File: src/rtl/frame_relay_pkg.sv
// Shared types and helpers for the serial frame relay.
// Receive/transmit state encodings and a constant clog2.
package frame_relay_pkg;

    typedef enum logic [1:0] {
        RX_HUNT    = 2'd0,
        RX_COLLECT = 2'd1,
        RX_PARITY  = 2'd2,
        RX_COMMIT  = 2'd3
    } rx_state_t;

    typedef enum logic [1:0] {
        TX_IDLE = 2'd0,
        TX_LOAD = 2'd1,
        TX_SEND = 2'd2
    } tx_state_t;

    function automatic int clog2(input int v);
        int r;
        r = 0;
        for (int i = 0; i < 31; i++) begin
            if ((1 << i) < v) r = i + 1;
        end
        return r;
    endfunction

endpackage

File: src/rtl/relay_fifo.sv
// Synchronous word FIFO between the receive and transmit FSMs.
// Head word is visible on rdata; a push while full is refused.
module relay_fifo
    import frame_relay_pkg::*;
#(
    parameter int DATA_W = 8,
    parameter int DEPTH  = 4
) (
    input  logic              clk,
    input  logic              rst,
    input  logic              push,
    input  logic [DATA_W-1:0] wdata,
    input  logic              pop,
    output logic [DATA_W-1:0] rdata,
    output logic              full,
    output logic              empty,
    output logic [clog2(DEPTH):0] count
);

    localparam int AW = clog2(DEPTH);
    localparam int CW = AW + 1;

    logic [DATA_W-1:0] mem [DEPTH];
    logic [AW-1:0]     wr_ptr;
    logic [AW-1:0]     rd_ptr;
    logic              do_push;
    logic              do_pop;

    assign full    = (count == CW'(DEPTH));
    assign empty   = (count == '0);
    assign do_push = push && !full;
    assign do_pop  = pop && !empty;
    assign rdata   = mem[rd_ptr];

    // Storage array; no reset needed, occupancy is tracked by count.
    always_ff @(posedge clk) begin
        if (do_push) mem[wr_ptr] <= wdata;
    end

    // Pointers wrap naturally at DEPTH (power of two).
    always_ff @(posedge clk or posedge rst) begin
        if (rst) begin
            wr_ptr <= '0;
            rd_ptr <= '0;
            count  <= '0;
        end else begin
            if (do_push) wr_ptr <= wr_ptr + 1'b1;
            if (do_pop)  rd_ptr <= rd_ptr + 1'b1;
            unique case ({do_push, do_pop})
                2'b10:   count <= count + 1'b1;
                2'b01:   count <= count - 1'b1;
                default: count <= count;
            endcase
        end
    end

endmodule

File: src/rtl/serial_frame_relay.sv
// Bit-serial frame receiver, word FIFO and re-serialiser.
// Receive and transmit FSMs run concurrently around relay_fifo.
module serial_frame_relay
    import frame_relay_pkg::*;
#(
    parameter int                DATA_W    = 8,
    parameter int                PAT_W     = 4,
    parameter logic [PAT_W-1:0]  START_PAT = 4'b1011,
    parameter bit                PARITY_EN = 1'b1,
    parameter int                DEPTH     = 4
) (
    input  logic                     clk,
    input  logic                     rst,
    input  logic                     sin,
    input  logic                     sin_en,
    output logic                     sout,
    output logic                     sout_valid,
    input  logic                     sout_ready,
    output logic                     frame_done,
    output logic                     parity_err,
    output logic                     drop,
    output logic [$clog2(DEPTH):0]   fifo_count,
    output logic                     rx_busy
);

    localparam int BW = clog2(DATA_W);

    rx_state_t         rx_state;
    logic [PAT_W-1:0]  win;
    logic [PAT_W-1:0]  win_next;
    logic [DATA_W-1:0] rx_data;
    logic [BW-1:0]     rx_cnt;

    tx_state_t         tx_state;
    logic [DATA_W-1:0] sr;
    logic [BW-1:0]     tx_cnt;

    logic              push;
    logic              pop;
    logic              full;
    logic              empty;
    logic [DATA_W-1:0] head;

    assign win_next = PAT_W'({win, sin});
    assign push     = (rx_state == RX_COMMIT);
    assign pop      = (tx_state == TX_LOAD);
    assign rx_busy  = (rx_state != RX_HUNT);
    assign sout     = sout_valid & sr[0];

    relay_fifo #(
        .DATA_W(DATA_W),
        .DEPTH (DEPTH)
    ) u_fifo (
        .clk  (clk),
        .rst  (rst),
        .push (push),
        .wdata(rx_data),
        .pop  (pop),
        .rdata(head),
        .full (full),
        .empty(empty),
        .count(fifo_count)
    );

    // Receive FSM: hunt start pattern, collect payload, check parity, commit.
    always_ff @(posedge clk or posedge rst) begin
        if (rst) begin
            rx_state   <= RX_HUNT;
            win        <= '0;
            rx_data    <= '0;
            rx_cnt     <= '0;
            parity_err <= 1'b0;
            drop       <= 1'b0;
        end else begin
            parity_err <= 1'b0;
            drop       <= 1'b0;
            unique case (rx_state)
                RX_HUNT: begin
                    if (sin_en) begin
                        if (win_next == START_PAT) begin
                            rx_state <= RX_COLLECT;
                            rx_cnt   <= '0;
                            win      <= '0;
                        end else begin
                            win <= win_next;
                        end
                    end
                end
                RX_COLLECT: begin
                    if (sin_en) begin
                        rx_data <= {sin, rx_data[DATA_W-1:1]};
                        rx_cnt  <= rx_cnt + 1'b1;
                        if (rx_cnt == BW'(DATA_W - 1)) begin
                            rx_state <= PARITY_EN ? RX_PARITY : RX_COMMIT;
                        end
                    end
                end
                RX_PARITY: begin
                    if (sin_en) begin
                        if ((^rx_data) ^ sin) begin
                            parity_err <= 1'b1;
                            rx_state   <= RX_HUNT;
                        end else begin
                            rx_state <= RX_COMMIT;
                        end
                    end
                end
                RX_COMMIT: begin
                    drop     <= full;
                    rx_state <= RX_HUNT;
                end
                default: rx_state <= RX_HUNT;
            endcase
        end
    end

    // Transmit FSM: pop a word, shift it out LSB first under backpressure.
    always_ff @(posedge clk or posedge rst) begin
        if (rst) begin
            tx_state   <= TX_IDLE;
            sr         <= '0;
            tx_cnt     <= '0;
            sout_valid <= 1'b0;
            frame_done <= 1'b0;
        end else begin
            frame_done <= 1'b0;
            unique case (tx_state)
                TX_IDLE: begin
                    if (!empty) tx_state <= TX_LOAD;
                end
                TX_LOAD: begin
                    sr         <= head;
                    tx_cnt     <= '0;
                    sout_valid <= 1'b1;
                    tx_state   <= TX_SEND;
                end
                TX_SEND: begin
                    if (sout_ready) begin
                        sr     <= sr >> 1;
                        tx_cnt <= tx_cnt + 1'b1;
                        if (tx_cnt == BW'(DATA_W - 1)) begin
                            sout_valid <= 1'b0;
                            frame_done <= 1'b1;
                            tx_state   <= TX_IDLE;
                        end
                    end
                end
                default: tx_state <= TX_IDLE;
            endcase
        end
    end

endmodule

File: config.mk
export PLATFORM = sky130hd
export DESIGN_NAME = serial_frame_relay
export DESIGN_NICKNAME = d
export VERILOG_FILES = /design/src/rtl/frame_relay_pkg.sv /design/src/rtl/relay_fifo.sv /design/src/rtl/serial_frame_relay.sv
export SDC_FILE = /design/constraint.sdc
export NUM_CORES = 1
export LEC_CHECK = 0
export ABC_CLOCK_PERIOD_IN_PS = 2300
export CAP_MARGIN = 10
export CORE_MARGIN = 4
export CORE_UTILIZATION = 54
export CTS_BUF_LIST = sky130_fd_sc_hd__clkbuf_16
export CTS_CLUSTER_DIAMETER = 120
export DETAILED_ROUTE_END_ITERATION = 12
export HOLD_SLACK_MARGIN = 0.08
export MAX_ROUTING_LAYER = met4
export PLACE_DENSITY = 0.72
export SETUP_SLACK_MARGIN = 0.5
export SYNTH_ARGS = -nofsm -noshare
export SYNTH_HDL_FRONTEND = slang
export SYNTH_HIERARCHICAL = 1
export SYNTH_SLANG_ARGS = --single-unit
File: constraint.sdc
create_clock -name clk -period 2.3 [get_ports clk]
set_input_delay 0.46 -clock clk [delete_from_list [all_inputs] [get_ports clk]]
set_output_delay 0.46 -clock clk [all_outputs]
set_load 0.02 [all_outputs]
==> summary.md <==
| Metric | Value |
|---|---|
| Status | `finished, final reports clean` |
| Slew headroom | `64.2%` |
| Final WL | `5440 µm` |
| Largest area contributor in the netlist | `dfrtp_1` |
| Max IR drop VDD | `862 µV` |
| Reg2Reg Setup Slack | `430 ps` |
| Total congestion overflow | `0` |
| Die width | `85.0 µm` |
| Most common library cell in the layout ignoring fill and taps | `dfrtp_1` |
| Synth top area share | `31.3%` |
| Root Driver | `clkbuf_16` |
| Initial Util | `56.7%` |
| Largest net degree at the start of global routing | `34` |
| Skew final | `7.33 ps` |
| Commonest non-fill, non-tap cells in the layout | `dfrtp_1 (35), edfxtp_1 (32), nand2_1 (21)` |
| Synth Area in Simple Gates | `10.7%` |
| Min Tclk post-route | `1870 ps` |
| Diodes inserted | `0` |
| Die area | `7220 µm²` |
| GP Congestion | `0.717` |
| CP arrival | `2110 ps` |
| DR vias | `1816` |
| Pwr dens | `1360 nW/µm²` |
| Post-synth EDFFs | `32` |
| Post-Synth Adder-Cell Area | `4.14%` |
| R2r startpoint | `u_fifo/count[1]` |
| Vias in the first global route | `1881` |
| Finished Layout Cells | `332` |
| Final HPWL DP | `3480 µm` |
| DRC violations left | `0` |
| Initial DRC count | `66` |
| Hold WS | `410 ps` |
| Setup Viol. Count Final | `0` |
| Nets | `270` |
| Largest family of logic cells by synthesized area | `simple AND/OR/NAND/NOR gates` |
| Setup TNS | `0 ps` |
| Max-cap viol count | `0` |
| CP required | `2540 ps` |
| Worst-Skew Late Latency | `320 ps` |
| Critical Path Start Type | `flop` |
| Final period utilization | `81.3%` |
| Area Growth Syn to Fin | `18.6%` |
| R2R cell count | `9` |
| Kind of critical path | `reg -> reg` |
| Predominant post-synthesis flop cell | `dfrtp_1` |
| Sequential area share after synthesis | `61.3%` |
| Synthesized area per cell | `14.0 µm²` |
| IO Count | `14` |
| First-pass detailed-route iteration total | `4` |
| Compound-Gate Fraction of Synth Area | `7.00%` |
| Post-synthesis net count | `243` |
| Row cnt | `27` |
| Flops & latches, synth | `72` |
| Antenna Violating Nets Remaining | `0` |
| Layout cells sized above 1 | `25.4%` |
| Per-cell via count in the routed design | `5.47` |
| Final Total Pwr | `5.18 mW` |
| Crit path max fanout | `4` |
| Area contributors post-synth | `dfrtp_1 (31%), edfxtp_1 (30%), mux4_2 (5.6%)` |
| Hold crit path type | `in -> async` |
| Clk sinks | `72` |
| Max clock buf depth | `2` |
| Reg clk slew, reported paths | `50 ps` |
| Xor/xnor share of the synthesized area | `4.22%` |
| Max Slew Vio Count | `0` |
| Cells after synthesis | `228` |
| Final Core Density | `67.3%` |
| Netlist cell types | `42` |
| WL per Instance | `16.4 µm` |
| RSZ-0062 raised after global routing | `yes` |
| Placed Cells | `309` |
| Synth warn | `6` |
| Async set-reset flop share out of synthesis | `55.6%` |
| Crit path capture type | `flop` |
| Least-Margin Pin Slew | `537 ps` |
| I/O Buffers | `13` |
| First-pass GRT wire length | `9200 µm` |
| CTS Buf Count | `9` |
| Leak | `1.56 nW` |
| Synth Cell Area | `3200 µm²` |
| Total GRT Usage | `17.1%` |
| CORE AREA | `5640 µm²` |
| Initial antenna violation count | `0` |
| H-Tree Level Count | `3` |
| Final hold violation count | `0` |
| R2R Path End | `u_fifo/count[2]` |
| CTS tree | `yes` |
| Vert. Die Dim | `85.0 µm` |
| Mux share of post-synthesis cell area | `10.2%` |
| Fmax | `0.535 GHz` |
## sequential cells by signal, indices dropped and copies added, names as in the netlist, 3 cells and up
signal	cells
rx_cnt	3
rx_data	8
sr	8
tx_cnt	3
u_fifo/count	3
win	3
u_fifo/mem	32
## kinds of logic after synthesis
| family | after synthesis |
|---|---|
| AO/OA/AOI/OAI | 33 |
| XOR/XNOR | 13 |
| adder cells (fa/ha/maj) | 10 |
| buffers and inverters | 20 |
| flip-flops | 72 |
| multiplexers | 21 |
| AND/OR/NAND/NOR | 59 |
## area by class of cell
| class | instances | area, µm² |
|---|---|---|
| Clock inverter | 6 | 25.0 |
| Fill cell | 388 | 1840 |
| Sequential cell | 72 | 1970 |
| Clock buffer | 10 | 250 |
| Inverter | 11 | 41.3 |
| Timing Repair Buffer | 25 | 216 |
| Tap cell | 72 | 90.1 |
| Multi-Input combinational cell | 136 | 1210 |
## how the worst max path moves through the flow
stage                    startpoint              end  slack [ps]  cells after the start
finish              u_fifo/count[1]  u_fifo/count[2]         430                      9
global route        u_fifo/count[1]  u_fifo/count[2]         270                      9
CTS                 u_fifo/count[0]  u_fifo/count[2]         430                      9
detailed placement              sin       parity_err         290                      5
global placement                sin       parity_err         340                      5
floorplan               rx_state[0]  u_fifo/count[2]         440                     10
## critical path, cell delays in order (launching register included)
cell and delay [ps]:
dfrtp_2 430, nor3b_4 280, nor2b_4 70, inv_2 60, ha_4 120, inv_2 30, fa_2 320, xor2_1 160
nor2_1 140, xor2_1 160
## cells in the mapped netlist, types with 6 or more instances
master	n
ha_1	9
o21ai_0	8
a211oi_1	6
nand2_1	21
edfxtp_1	32
xnor2_1	7
mux4_2	8
inv_1	11
mux2_2	10
dfrtp_1	40
clkbuf_1	7
nor2b_1	10
a31oi_1	8
## where the power goes
part	switching (mW)	leakage, nW	internal (mW)	total, mW
Combinational	0.805	0.635	0.985	1.79
Clock	0.479	0.141	0.775	1.25
Sequential	0.392	0.779	1.74	2.13
Total	1.68	1.56	3.50	5.18
## metal layers
layer  GRT usage [%]  routed length, µm  up-vias  part of all wire (%)
li1                -                  -      878                     -
met1            20.8               2390      900                    44
met2            26.3               2760       27                    51
met3            5.63                197       11                   3.6
met4            7.05                 96        0                   1.8
met5               -                  0        -                     0
## metrics by stage
step	setup WS (ps)	cell area, µm²
2_1_floorplan	440	3240
3_3_place_gp	340	3440
3_5_place_dp	288	3440
4_1_cts	431	3760
5_1_grt	274	3800
6_report	430	3800
## repair_timing
action | 4_1_cts | 5_1_grt
hold buffers | 0 | 0
buffers inserted | 5 | 2
resized for setup | 9 | 8
pin swaps | 3 | 5
endpoints found under the setup margin | 7 | 8
Power figures use the tool's default switching activity.
==> RTL edit 1, RTL diff (config.mk and constraints unchanged) <==
`DATA_W` is set to 8 in 2 places; all go to 10.
--- a/src/rtl/relay_fifo.sv
+++ b/src/rtl/relay_fifo.sv
@@ -5,3 +5,3 @@
 #(
-    parameter int DATA_W = 8,
+    parameter int DATA_W = 10,
     parameter int DEPTH  = 4
--- a/src/rtl/serial_frame_relay.sv
+++ b/src/rtl/serial_frame_relay.sv
@@ -5,3 +5,3 @@
 #(
-    parameter int                DATA_W    = 8,
+    parameter int                DATA_W    = 10,
     parameter int                PAT_W     = 4,
Check against the original RTL: same outputs for any inputs over 10 cycles, from zero or initial values and one cycle with rst high; that may be too few to reach the edited logic, so the function may still have changed.
==> RTL edit 1 against the unedited design <==
Wire length rose by 20%; global-route usage rose by 0.46 points; area after synthesis is 20% higher; cell area rose by 20%; sequential cell count rose by 14; critical path type unchanged; largest cell class unchanged; combinational power is 23% higher; total power up 27%; worst setup slack better by 49 ps.
==> RTL edit 1: results (changes against the unedited design) <==
Final HPWL DP 4.06 mm (+17%); total placed cells including tap cells 378 (+22%); global-route wire length before repair 11.0 mm (+20%); largest net degree at the start of global routing 40 (+18%); count of inserted antenna diode cells 0 (unchanged); xor/xnor cell area share of the yosys netlist 0.0378 (-0.00444); Post-synth top cells sky130_fd_sc_hd__dfrtp_1 (46), sky130_fd_sc_hd__edfxtp_1 (40), sky130_fd_sc_hd__nand2_1 (18), sky130_fd_sc_hd__a21oi_1 (15), sky130_fd_sc_hd__inv_1 (14); count of mapped cells out of synthesis 273 (+20%); total wirelength of the detailed-routed design 6.55 mm (+20%); detailed-route via count 2184 (+20%); worst clock skew 9.35 ps (+2.03 ps); async set or reset register ratio after synthesis 0.535 (-0.0207); GP Congestion 0.753 (+5.0%); via count of the first global-routing pass 2146 (+14%); sequential element share of the synthesized area 0.612 (about the same); transition at the pin with the smallest max-transition slack 494 ps (-42.6 ps); largest registers ranked by flip-flop count u_fifo/mem (40), rx_data (10), sr (10); multiplexer area fraction after synthesis 0.132 (+0.0298); nets in the synthesized netlist 288 (+19%); signal arrival time at the worst endpoint 2080 ps (-30 ps); Net count, final 314 (+16%); layout cell share with drive strength beyond 1 0.237 (-0.0170); number of enable flip-flop cells after synthesis 40 (+25%); count of warnings emitted by yosys 6 (unchanged); violation count after the first detailed-route iteration 85 (+29%); net switching power figure 2.04 mW (+22%); run status complete, no violations; Static Leakage 1.86 nW (+20%); First-pass DRT Iterations 4 (unchanged); CTS resizes 10 (+1); cells taking the most area after synthesis sky130_fd_sc_hd__edfxtp_1 (31%), sky130_fd_sc_hd__dfrtp_1 (30%), sky130_fd_sc_hd__mux4_2 (5.9%); area fraction in compound gates after synthesis 0.0697 (-0.000270)
==> RTL edit 1: cell types whose count changed after synthesis, moves of 4 or more <==
cell | unedited run | this run
sky130_fd_sc_hd__a21oi_1 | 2 | 15
sky130_fd_sc_hd__o21ai_0 | 8 | 12
sky130_fd_sc_hd__a31oi_1 | 8 | 0
sky130_fd_sc_hd__dfrtp_1 | 40 | 46
sky130_fd_sc_hd__clkbuf_1 | 7 | 3
sky130_fd_sc_hd__nor2b_1 | 10 | 5
sky130_fd_sc_hd__and3_1 | 1 | 7
sky130_fd_sc_hd__buf_2 | 2 | 6
sky130_fd_sc_hd__mux2i_1 | 2 | 11
sky130_fd_sc_hd__edfxtp_1 | 32 | 40
==> RTL edit 1: layer usage <==
| layer | vias up | global-route usage | part of all wire |
|---|---|---|---|
| met5 | - | - | 0 |
| met4 | 0 | 0.0891 | 0.014 |
| met3 | 6 | 0.0333 | 0.031 |
| met2 | 37 | 0.262 | 0.49 |
| met1 | 1089 | 0.231 | 0.47 |
| li1 | 1052 | - | - |
==> RTL edit 1: cell type report <==
cell class / count / area (um^2)
sequential: 86 / 2360
inverter: 14 / 57.6
multi-input combinational: 162 / 1410
fill: 487 / 2310
clock buffer: 9 / 225
timing repair buffer: 26 / 228
tap: 96 / 120
clock inverter: 7 / 161
==> RTL edit 1: stage by stage <==
stage                     setup WS (ps)  cell area, um^2
after floorplan                     441             3880
after global placement              353             4110
after detailed placement            281             4110
after CTS                           426             4550
after global routing                338             4560
final                               478             4560
==> RTL edit 1: power groups by stage <==
stage | logic (mW) | registers (mW) | clock network (mW)
after global placement | 2.03 | 2.56 | 0
after detailed placement | 2.10 | 2.58 | 0
after floorplan | 1.71 | 2.46 | 0
after CTS | 2.19 | 2.54 | 1.86
final | 2.20 | 2.54 | 1.83
after global routing | 2.41 | 2.61 | 1.93
==> RTL edit 2, RTL diff (same settings) <==
Without the edit above. Re-encode `rx_state_t` (4 states) as one-hot, 4 bits wide.
--- a/src/rtl/frame_relay_pkg.sv
+++ b/src/rtl/frame_relay_pkg.sv
@@ -4,7 +4,7 @@
 
-    typedef enum logic [1:0] {
-        RX_HUNT    = 2'd0,
-        RX_COLLECT = 2'd1,
-        RX_PARITY  = 2'd2,
-        RX_COMMIT  = 2'd3
+    typedef enum logic [3:0] {
+        RX_HUNT    = 4'b0001,
+        RX_COLLECT = 4'b0010,
+        RX_PARITY  = 4'b0100,
+        RX_COMMIT  = 4'b1000
     } rx_state_t;
Formal check against the unedited RTL: same outputs for any inputs over 10 cycles, from zero or initial values and one cycle with rst high; not proved beyond that.
==> RTL edit 2 against the unedited design <==
Die area is 6.0% higher; wire length up 7.3%; area after synthesis is 6.6% higher; worst setup slack better by 46 ps; maximum frequency rose by 2.5%; sequential share of layout area down 2.4 points; total power decreased by 15%; cell area increased by 7.9%; largest power group unchanged; critical path depth down 1; sequential cell count grew 2.
==> RTL edit 2: results (changes against the unedited design) <==
run status complete, no violations; distinct cell type count of the synthesized netlist 50 (+19%); buffers inserted by post-CTS timing repair 13 (+8); worst voltage drop across the vdd grid 663 uV (-23%); transition at the pin with the smallest max-transition slack 471 ps (-66.2 ps); largest net degree at the start of global routing 36 (+5.9%); violation count after the first detailed-route iteration 85 (+29%); layout cell share with drive strength beyond 1 0.281 (+0.0270); maximum net fanout on the critical path 3 (-1); cells taking the most area after synthesis sky130_fd_sc_hd__dfrtp_1 (30%), sky130_fd_sc_hd__edfxtp_1 (28%), sky130_fd_sc_hd__mux4_2 (5.3%); nets in the synthesized netlist 267 (+9.9%); detailed-route via count 2025 (+12%); insertion delay of the later-clocked pin in the worst-skew pair 330 ps; GP Congestion 0.754 (+5.1%); worst reg-to-reg setup slack 480 ps (+50 ps); global-route wire length before repair 9.65 mm (+4.8%); async set or reset register ratio after synthesis 0.568 (+0.0120); post-DR wirelength/cell 15.9 um (-3.0%); sequential element share of the synthesized area 0.590 (-0.0230); fin util 0.680 (+0.00693); final critical path time including I/O delays and setup 1820 ps (-45.6 ps); via count of the first global-routing pass 2021 (+7.4%); placed cell areas 3640 um^2 (+5.9%); Max Root-Sink Buffers 2 (unchanged); worst clock skew 8.21 ps (+0.880 ps); Net count, final 302 (+12%); Final HPWL DP 3.53 mm (+1.5%); Post-synth top cells sky130_fd_sc_hd__dfrtp_1 (41), sky130_fd_sc_hd__edfxtp_1 (32), sky130_fd_sc_hd__nand2_1 (22), sky130_fd_sc_hd__inv_1 (12), sky130_fd_sc_hd__a21oi_1 (11); antenna violations before repair 0 (unchanged); pre-CTS worst setup slack 26.7 ps (-261 ps); slowest stage cell, crit path sky130_fd_sc_hd__dfrtp_2; clock-pin slew of the registers on the worst-case setup and hold paths roughly 60 ps; CTS resizes 17 (+8); Static Leakage 1.75 nW (+13%); combined global-route utilization of all metal layers 0.171 (+0.000397); TritonCTS buffer count 9 (unchanged); fill cell total of the finished layout 407 (+4.9%)
## RTL edit 2: changes by cell type after synthesis, moves of 3 or more
cell                      delta
sky130_fd_sc_hd__a21oi_1     +9
sky130_fd_sc_hd__a31oi_1     -6
sky130_fd_sc_hd__and3_1      +5
sky130_fd_sc_hd__buf_6       +3
sky130_fd_sc_hd__mux2_1      +6
sky130_fd_sc_hd__mux2_2      -6
sky130_fd_sc_hd__mux2i_1     +5
sky130_fd_sc_hd__nand3_1     +3
sky130_fd_sc_hd__nor2_1      +4
sky130_fd_sc_hd__nor2b_1     -8
sky130_fd_sc_hd__o21ai_1     +4
## RTL edit 2: report_power, final
| part | internal [mW] | leakage [nW] | switching (mW) |
|---|---|---|---|
| sequential | 1.66 | 0.839 | 0.223 |
| combinational | 0.632 | 0.774 | 0.565 |
| clock | 0.825 | 0.140 | 0.506 |
| total | 3.11 | 1.75 | 1.29 |
## RTL edit 2: through the flow
step	instances	hold WS, ps
6_report	367	401
5_1_grt	367	439
4_1_cts	364	404
3_5_place_dp	335	486
3_3_place_gp	335	473
2_1_floorplan	252	263
## RTL edit 2: layout make-up
cell class                 instances  area share
clock buffer                       9      0.0550
clock inverter                     7      0.0147
inverter                          12      0.0110
multi-input combinational        155       0.333
sequential                        74       0.494
tap                               75      0.0229
timing repair buffer              35      0.0696
## RTL edit 2: per-layer routing
layer / part of all wire / global-route usage
met4: 0.020 / 0.0823
met5: 0 / -
met1: 0.47 / 0.217
met3: 0.023 / 0.0312
met2: 0.49 / 0.266
## RTL edit 2: final timing paths
path | startpoint | to | cells past startpoint
max | u_fifo/count[1]$_DFFE_PP0P_ | u_fifo/count[2]$_DFFE_PP0P_ | 8
min | rst | u_fifo/wr_ptr[1]$_DFFE_PP0P_ | 2
max reg2reg | u_fifo/count[1]$_DFFE_PP0P_ | u_fifo/count[2]$_DFFE_PP0P_ | 8
min reg2reg | rx_cnt[0]$_DFFE_PP0P_ | rx_cnt[0]$_DFFE_PP0P_ | 1
max in group asynchronous | rst | rx_data[4]$_DFFE_PP0P_ | 3
min in group clk | rx_cnt[0]$_DFFE_PP0P_ | rx_cnt[0]$_DFFE_PP0P_ | 1
## RTL edit 2: kinds of logic (layout without fill, tap and decap cells)
group | count (synthesis) | after routing | share of synthesized area
AO/OA/AOI/OAI | 42 | 42 | 0.0788
adder cells (fa/ha/maj) | 10 | 10 | 0.0389
multiplexers | 26 | 26 | 0.111
flip-flops | 74 | 74 | 0.590
AND/OR/NAND/NOR | 63 | 63 | 0.101
buffers and inverters | 23 | 63 | 0.0323
XOR/XNOR | 14 | 14 | 0.0480
## RTL edit 2: critical path, delay by kind of cell (launching register included)
kind	cells	cell delay, ps
simple gates	1	60
xor+xnor	2	280
buf+inv	2	200
compound gates	1	370
flops	1	430
fa+ha+maj	2	360
